==> config.mk <==
export PLATFORM = sky130hd
export DESIGN_NAME = flat_array_serializer
export DESIGN_NICKNAME = d
export VERILOG_FILES = /design/src/rtl/array_pkg.sv /design/src/rtl/row_col_counter.sv /design/src/rtl/flat_array_serializer.sv
export SDC_FILE = /design/constraint.sdc
export NUM_CORES = 1
export LEC_CHECK = 0
export BUFFER_PORTS_ARGS = -buffer_cell sky130_fd_sc_hd__buf_4
export CAP_MARGIN = 0
export CORE_MARGIN = 5
export CORE_UTILIZATION = 50
export DETAILED_ROUTE_END_ITERATION = 10
export GPL_TIMING_DRIVEN = 0
export PLACE_DENSITY = 0.83
export SYNTH_ARGS = -nofsm -noshare
export SYNTH_HDL_FRONTEND = slang
export SYNTH_HIERARCHICAL = 1
export SYNTH_SLANG_ARGS = --single-unit
==> constraint.sdc <==
create_clock -name clk -period 6.9 [get_ports clk]
set_input_delay 0.69 -clock clk [delete_from_list [all_inputs] [get_ports clk]]
set_output_delay 0.69 -clock clk [all_outputs]
set_load 0.1 [all_outputs]
==> src/rtl/array_pkg.sv <==
// Shared types and helpers for the flattened-array serializer and its flattening stage.
package array_pkg;

    typedef enum logic {
        ORDER_COL_FAST,
        ORDER_ROW_FAST
    } serial_order_e;

    typedef enum logic [0:0] {
        StIdle,
        StSend
    } state_e;

    function automatic int unsigned idx_width(input int unsigned n);
        return (n <= 1) ? 1 : $clog2(n);
    endfunction

    // Bit offset of element (row, col) in a column-major flattened array.
    function automatic int unsigned elem_offset(input int unsigned row, input int unsigned col,
                                                input int unsigned rows,
                                                input int unsigned bit_width);
        return (col * rows + row) * bit_width;
    endfunction

endpackage

==> src/rtl/row_col_counter.sv <==
// Row/column position counter; the fast index wraps and carries into the slow one.
module row_col_counter
    import array_pkg::*;
#(
    parameter int unsigned ROWS      = 8,
    parameter int unsigned COLS      = 8,
    parameter int unsigned ROW_MAJOR = 1
) (
    input  logic                       clk,
    input  logic                       rst,
    input  logic                       clr,
    input  logic                       en,
    output logic [idx_width(ROWS)-1:0] row,
    output logic [idx_width(COLS)-1:0] col,
    output logic                       last
);

    localparam int unsigned ROW_W = idx_width(ROWS);
    localparam int unsigned COL_W = idx_width(COLS);
    localparam logic [ROW_W-1:0] ROW_MAX = ROW_W'(ROWS - 1);
    localparam logic [COL_W-1:0] COL_MAX = COL_W'(COLS - 1);
    localparam serial_order_e ORDER = (ROW_MAJOR != 0) ? ORDER_COL_FAST : ORDER_ROW_FAST;

    logic [ROW_W-1:0] row_q, row_d;
    logic [COL_W-1:0] col_q, col_d;

    assign row  = row_q;
    assign col  = col_q;
    assign last = (row_q == ROW_MAX) && (col_q == COL_MAX);

    always_comb begin
        row_d = row_q;
        col_d = col_q;
        if (clr) begin
            row_d = '0;
            col_d = '0;
        end else if (en && !last) begin
            if (ORDER == ORDER_COL_FAST) begin
                if (col_q == COL_MAX) begin
                    col_d = '0;
                    row_d = row_q + 1'b1;
                end else begin
                    col_d = col_q + 1'b1;
                end
            end else begin
                if (row_q == ROW_MAX) begin
                    row_d = '0;
                    col_d = col_q + 1'b1;
                end else begin
                    row_d = row_q + 1'b1;
                end
            end
        end
    end

    always_ff @(posedge clk) begin
        if (rst) begin
            row_q <= '0;
            col_q <= '0;
        end else begin
            row_q <= row_d;
            col_q <= col_d;
        end
    end

endmodule

==> src/rtl/flat_array_serializer.sv <==
// Captures one flattened ROWS x COLS array and replays it element by element
// with row/col tags over a valid/ready stream.
module flat_array_serializer
    import array_pkg::*;
#(
    parameter int unsigned BIT_WIDTH = 4,
    parameter int unsigned ROWS      = 8,
    parameter int unsigned COLS      = 8,
    parameter int unsigned ROW_MAJOR = 1
) (
    input  logic                              clk,
    input  logic                              rst,
    input  logic [ROWS*COLS*BIT_WIDTH-1:0]    in_data,
    input  logic                              in_valid,
    output logic                              in_ready,
    output logic [BIT_WIDTH-1:0]              out_data,
    output logic [idx_width(ROWS)-1:0]        out_row,
    output logic [idx_width(COLS)-1:0]        out_col,
    output logic                              out_last,
    output logic                              out_valid,
    input  logic                              out_ready
);

    localparam int unsigned BUF_W = ROWS * COLS * BIT_WIDTH;
    localparam int unsigned OFF_W = idx_width(BUF_W);

    state_e                      state_q, state_d;
    logic [BUF_W-1:0]            buf_q;
    logic [idx_width(ROWS)-1:0]  cnt_row;
    logic [idx_width(COLS)-1:0]  cnt_col;
    logic                        cnt_last;
    logic                        capture;
    logic                        beat_done;
    logic [OFF_W-1:0]            offset;

    assign capture   = in_valid && in_ready;
    assign beat_done = out_valid && out_ready;
    // Sized to address every bit of the buffer, so the offset is never truncated.
    assign offset    = OFF_W'(elem_offset(32'(cnt_row), 32'(cnt_col), ROWS, BIT_WIDTH));

    row_col_counter #(
        .ROWS      (ROWS),
        .COLS      (COLS),
        .ROW_MAJOR (ROW_MAJOR)
    ) u_counter (
        .clk  (clk),
        .rst  (rst),
        .clr  (capture),
        .en   (beat_done),
        .row  (cnt_row),
        .col  (cnt_col),
        .last (cnt_last)
    );

    always_ff @(posedge clk) begin
        if (rst) begin
            state_q <= StIdle;
            buf_q   <= '0;
        end else begin
            state_q <= state_d;
            if (capture) begin
                buf_q <= in_data;
            end
        end
    end

    always_comb begin
        state_d = state_q;
        unique case (state_q)
            StIdle: if (capture) state_d = StSend;
            StSend: if (beat_done && cnt_last) state_d = capture ? StSend : StIdle;
            default: state_d = StIdle;
        endcase
    end

    always_comb begin
        in_ready  = 1'b0;
        out_valid = 1'b0;
        out_data  = '0;
        out_row   = '0;
        out_col   = '0;
        out_last  = 1'b0;
        unique case (state_q)
            StIdle: in_ready = !rst;
            StSend: begin
                out_valid = 1'b1;
                out_data  = buf_q[offset +: BIT_WIDTH];
                out_row   = cnt_row;
                out_col   = cnt_col;
                out_last  = cnt_last;
                // Accepting the final beat frees the buffer for a bubble-free reload.
                in_ready  = !rst && out_ready && cnt_last;
            end
            default: ;
        endcase
    end

endmodule

After elaboration in Yosys (flattened, before gate mapping)
Index checks and enable logic that the tools add are counted.
{"block": "totals", "input_bits": 260, "ff_bits": 263, "output_inout_bits": 13}
{"block": "classes", "eq_ne": 2, "add_sub_neg": 3, "n_bitwise": 1, "mux": 10, "shifts": 1, "n_reduce_logical": 11}
{"operator": "$shiftx A256 B9 Y4", "count": 1}
{"operator": "$mux W3", "count": 3}
{"operator": "$logic_and A1 B1 Y1", "count": 7}
{"operator": "$add A3 B1 Y3 const B", "count": 2}
{"operator": "$add A6 B3 Y6", "count": 1}
{"operator": "$eq A3 B3 Y1 const B", "count": 2}
{"operator": "$mux W1", "count": 4}
{"operator": "$mux W4", "count": 1}
{"operator": "$pmux W1 S2", "count": 2}
{"operator": "$logic_not A1 Y1", "count": 2}
{"operator": "$reduce_and A2 Y1", "count": 1}
{"operator": "$reduce_or A2 Y1", "count": 1}
{"operator": "$not A1 Y1", "count": 1}

Logic depth before layout (Yosys ltp)
{"block": "depth", "word_depth": 8, "ltp_mapped": 11, "ltp_nobuf": 7}

Hierarchy
Netlist, hierarchy kept.
{"module": "flat_array_serializer", "area_each_um2": 11690.0, "instances": 1, "cells_per_inst": 1287, "seq_area_each_um2": 5144.9}
{"module": "row_col_counter", "area_each_um2": 359.1, "instances": 1, "cells_per_inst": 33, "seq_area_each_um2": 120.1}

Least setup slack after synthesis
OpenSTA, ideal clock, no wires.
{"block": "synth_path", "path_type": "register to output", "start": "register state_q", "end": "output out_data[1]", "required_ps": 6210, "path_stages_with_launch": 5, "t_arrival_ps": 2408, "path_slack_ps": 3802, "n_path_buf": 0, "path_cell_list": "dfxtp_1 -> nor2b_1 -> o21ai_0 -> a211oi_1 -> a22o_1"}
{"block": "synth_between", "elab_chain_cells": 1}
{"item": "start, declared", "line": "flat_array_serializer.sv:27", "source": "state_e state_q, state_d;"}
{"item": "start signal, assigned", "line": "flat_array_serializer.sv:57", "source": "state_q <= StIdle;"}
{"item": "start signal, assigned", "line": "flat_array_serializer.sv:60", "source": "state_q <= state_d;"}
{"item": "$mux W4", "line": "flat_array_serializer.sv:83", "source": "unique case (state_q)"}
{"item": "end, declared", "line": "flat_array_serializer.sv:16", "source": "output logic [BIT_WIDTH-1:0] out_data,"}
Every way passes these cells.

Final worst setup path
{"block": "layout_path", "start": "register u_counter.row_q[1] (netlist: u_counter/row[1])", "end": "output out_data[3]"}
{"block": "layout_between", "elab_chain_cells": 3}
{"item": "start, declared", "line": "row_col_counter.sv:24", "source": "logic [ROW_W-1:0] row_q, row_d;"}
{"item": "start signal, assigned", "line": "row_col_counter.sv:61", "source": "row_q <= row_d;"}
{"item": "$add A6 B3 Y6", "line": "array_pkg.sv:22", "source": "return (col * rows + row) * bit_width;"}
{"item": "$shiftx A256 B9 Y4", "line": "flat_array_serializer.sv:87", "source": "out_data = buf_q[offset +: BIT_WIDTH];"}
{"item": "$mux W4", "line": "flat_array_serializer.sv:83"}
Every way passes these cells.

==> metrics.md <==
| Metric | Value |
|---|---|
| Result of the run | `completed` |
| Worst endpoint required time | `6.21 ns` |
| Share of cells above drive strength 1 | `26.3%` |
| Pwr Total | `3.63 mW` |
| Avg Vias per Cell | `5.46` |
| Average size of a mapped cell | `9.13 µm²` |
| Number of top-level design ports | `273` |
| Total of flip-flops plus latches after synthesis | `263` |
| Clock buffer depth | `3` |
| Total routed wirelength | `37.8 mm` |
| Sink count of the clock tree | `263` |
| Min Tclk post-route | `3.87 ns` |
| Areal power density over the cells | `235 nW/µm²` |
| Post-synthesis to final-layout area growth | `27.8%` |
| Slew @ Worst Pin | `0.740 ns` |
| Net count after synthesis | `1584` |
| Data arrival time of the critical path | `3.18 ns` |
| Clock network latency to the later pin of the worst-skew pair | `0.54 ns` |
| Final critical-path share of the clock period | `56.1%` |
| Area of the die | `27300 µm²` |
| Initial core utilization | `51.0%` |
| Largest clock skew in the final design | `0.0101 ns` |
| Headroom to the max-slew limit | `50.7%` |
| Avg WL per Cell | `19.3 µm` |
| Die width | `165 µm` |
| Antenna violations before repair | `3` |
| Number of max-slew violations in the final report | `0` |
| GRT Total Usage | `26.6%` |
| Biggest cell delay along the critical path | `0.48 ns` |
| CTS H-tree lvls | `1` |
| Cell Area, Synth | `12000 µm²` |
| Worst Setup Start Kind | `flip-flop` |
| Most heavily used metal layer in global routing | `met2` |
| Core outline area | `23600 µm²` |
| Pin count of the biggest net entering global routing | `14` |
| Routing usage on met1 | `34.3%` |
| IR drop worst, VDD | `145 µV` |
| Number of global-route vias before repair | `10729` |
| Warning count from the yosys run | `6` |
| Starting DRT DRC Count | `804` |
| Clock slew seen by the registers of the worst setup and hold paths | `0.06 ns` |
| Hold buffer count at CTS | `0` |
| Total number of placement rows | `56` |
| Most used cell along the critical path | `sky130_fd_sc_hd__buf_4` |
| PortBufs | `272` |
| Number of instances in the synthesized netlist | `1320` |
| Overflow left after global routing | `0` |
| Crit end category | `primary output` |
| Setup Slack @ Placement | `3.67 ns` |
| TritonCTS clock tree | `yes` |
| Die Ht | `165 µm` |
| Max stage delay cell, worst path | `sky130_fd_sc_hd__a211oi_1` |
| PostCTS Resize Cnt | `0` |
| Worst setup path category | `reg2out` |
| CTS Buf Count | `27` |
| Met2 routing resource usage after global routing | `44.8%` |
| Leakage power of the design | `5.94 nW` |
| DRC violation count after routing | `0` |
| Portion of the post-synthesis area used by sequential elements | `43.7%` |
| Routability Congestion | `0.861` |
| Post-route setup slack | `3.03 ns` |
| Post-CTS Setup Inserts | `0` |
| Highest-count cells in the layout ignoring fill and taps | `276 x sky130_fd_sc_hd__buf_4, 263 x sky130_fd_sc_hd__dfxtp_1, 259 x sky130_fd_sc_hd__nand2b_1, 259 x sky130_fd_sc_hd__nand2_1, 231 x sky130_fd_sc_hd__o21ai_0` |
| Global-route wire length before repair | `56.6 mm` |
| Maximum clock rate | `0.258 GHz` |
| Routing usage on met3 | `4.52%` |
| Most common cell after layout, fill and taps aside | `sky130_fd_sc_hd__buf_4` |
| Final setup violation count | `0` |
| Drt first pass iters | `5` |
| Unique masters post-synth | `44` |
| Final #Nets | `1885` |
| Count of maximum capacitance violations | `0` |
| RSZ-0062 raised after global routing | `false` |
| Kind of path behind the tightest hold check | `in2reg` |
| Cells along the critical path | `buf_4, buf_4, buf_2, nand3b_1, o22ai_1, a211oi_1, a22o_1, buf_4` |
| Half-perimeter wire length after detailed placement | `28.1 mm` |
| Endpoints failing hold | `0` |
| Remaining antenna violation count | `0` |
| Clock Root Buffer | `sky130_fd_sc_hd__clkbuf_16` |
| Post-Route Setup TNS | `0 ns` |
| Vias | `10687` |
| Crit path max fanout | `10` |
flip-flops by register name (all words and copies together) (netlist names):
name,cells
state_q,1
buf_q,256
u_counter/col,3
u_counter/row,3
per-layer routing:
layer	up-vias	share of wire [%]
li1	5085	-
met1	5061	40
met2	439	48
met3	98	7.8
met4	4	3.8
met5	-	0.085
logic make-up after synthesis:
family	after synthesis	share of synthesized area, %
simple gates	560	23.9
compound gates	298	13.2
flops	263	43.7
buf+inv	114	5.26
mux	81	13.5
fa+ha+maj	4	0.415
per-stage QoR:
stage          utilization (%)  instances  hold slack [ns]  cell area, µm²
2_1_floorplan                -       1320            0.438           12000
3_3_place_gp              61.4       1911            0.449           14500
5_1_grt                   65.2       1959            0.344           15400
3_5_place_dp              61.4       1911            0.455           14500
6_report                  65.2       1959            0.346           15400
4_1_cts                   65.2       1958            0.343           15400
power breakdown:
part	switching [mW]	internal, mW	leakage (nW)	total (mW)
logic	0.202	0.222	3.33	0.425
clock network	0.608	0.910	0.446	1.52
registers	0.0594	1.62	2.16	1.68
worst max-delay path: cells and delay by family, from the launching register on:
family | cells | cell delay (ns)
flops | 1 | 0.34
simple gates | 1 | 0.22
compound gates | 3 | 0.89
buf+inv | 4 | 1.19
cells in the mapped netlist, drive strengths merged:
library cell / instances / share of area, %
and3b: 1 / 0.073
mux2: 4 / 0.37
a21boi: 2 / 0.22
a311oi: 3 / 0.22
or3b: 4 / 0.29
nor2: 4 / 0.12
ha: 4 / 0.42
nand3b: 4 / 0.25
o2bb2ai: 2 / 0.15
mux2i: 13 / 1.1
nor3b: 8 / 0.59
inv: 4 / 0.12
a21oi: 3 / 0.12
buf: 50 / 3.3
a22o: 4 / 0.29
and2: 9 / 0.47
a31oi: 1 / 0.052
a211oi: 3 / 0.19
nand2: 259 / 8.1
a221oi: 2 / 0.15
nand2b: 259 / 13
clkbuf: 60 / 1.9
nor3: 4 / 0.17
dfxtp: 263 / 44
o21ai: 259 / 11
o22ai: 14 / 0.73
nand3: 2 / 0.083
nor4b: 1 / 0.073
or3: 1 / 0.052
nor2b: 3 / 0.16
o21bai: 3 / 0.19
or2: 1 / 0.052
mux4: 64 / 12
o211ai: 1 / 0.062
o2111ai: 1 / 0.073
cell type report:
type,instances,area [µm²]
fill,1910,8210
sequential,263,5270
timing repair buffer,272,2040
antenna,1,2.50
multi-input combinational,943,6150
clock buffer,38,757
inverter,4,15.0
tap,319,399
clock inverter,9,149
buffer,110,619
path summary, 6_finish.rpt:
| check | cells past startpoint | end | from | slack (ns) |
|---|---|---|---|---|
| setup / recovery | 8 | out_data[3] | u_counter/row[1] | 3.03 |
| hold / removal | 3 | buf_q[41] | in_data[41] | 0.35 |
| setup reg to reg | 11 | u_counter/row[2] | u_counter/col[1] | 3.82 |
| hold reg to reg | 2 | buf_q[123] | buf_q[123] | 0.47 |
Note: power is estimated with default switching activity, not from simulation.
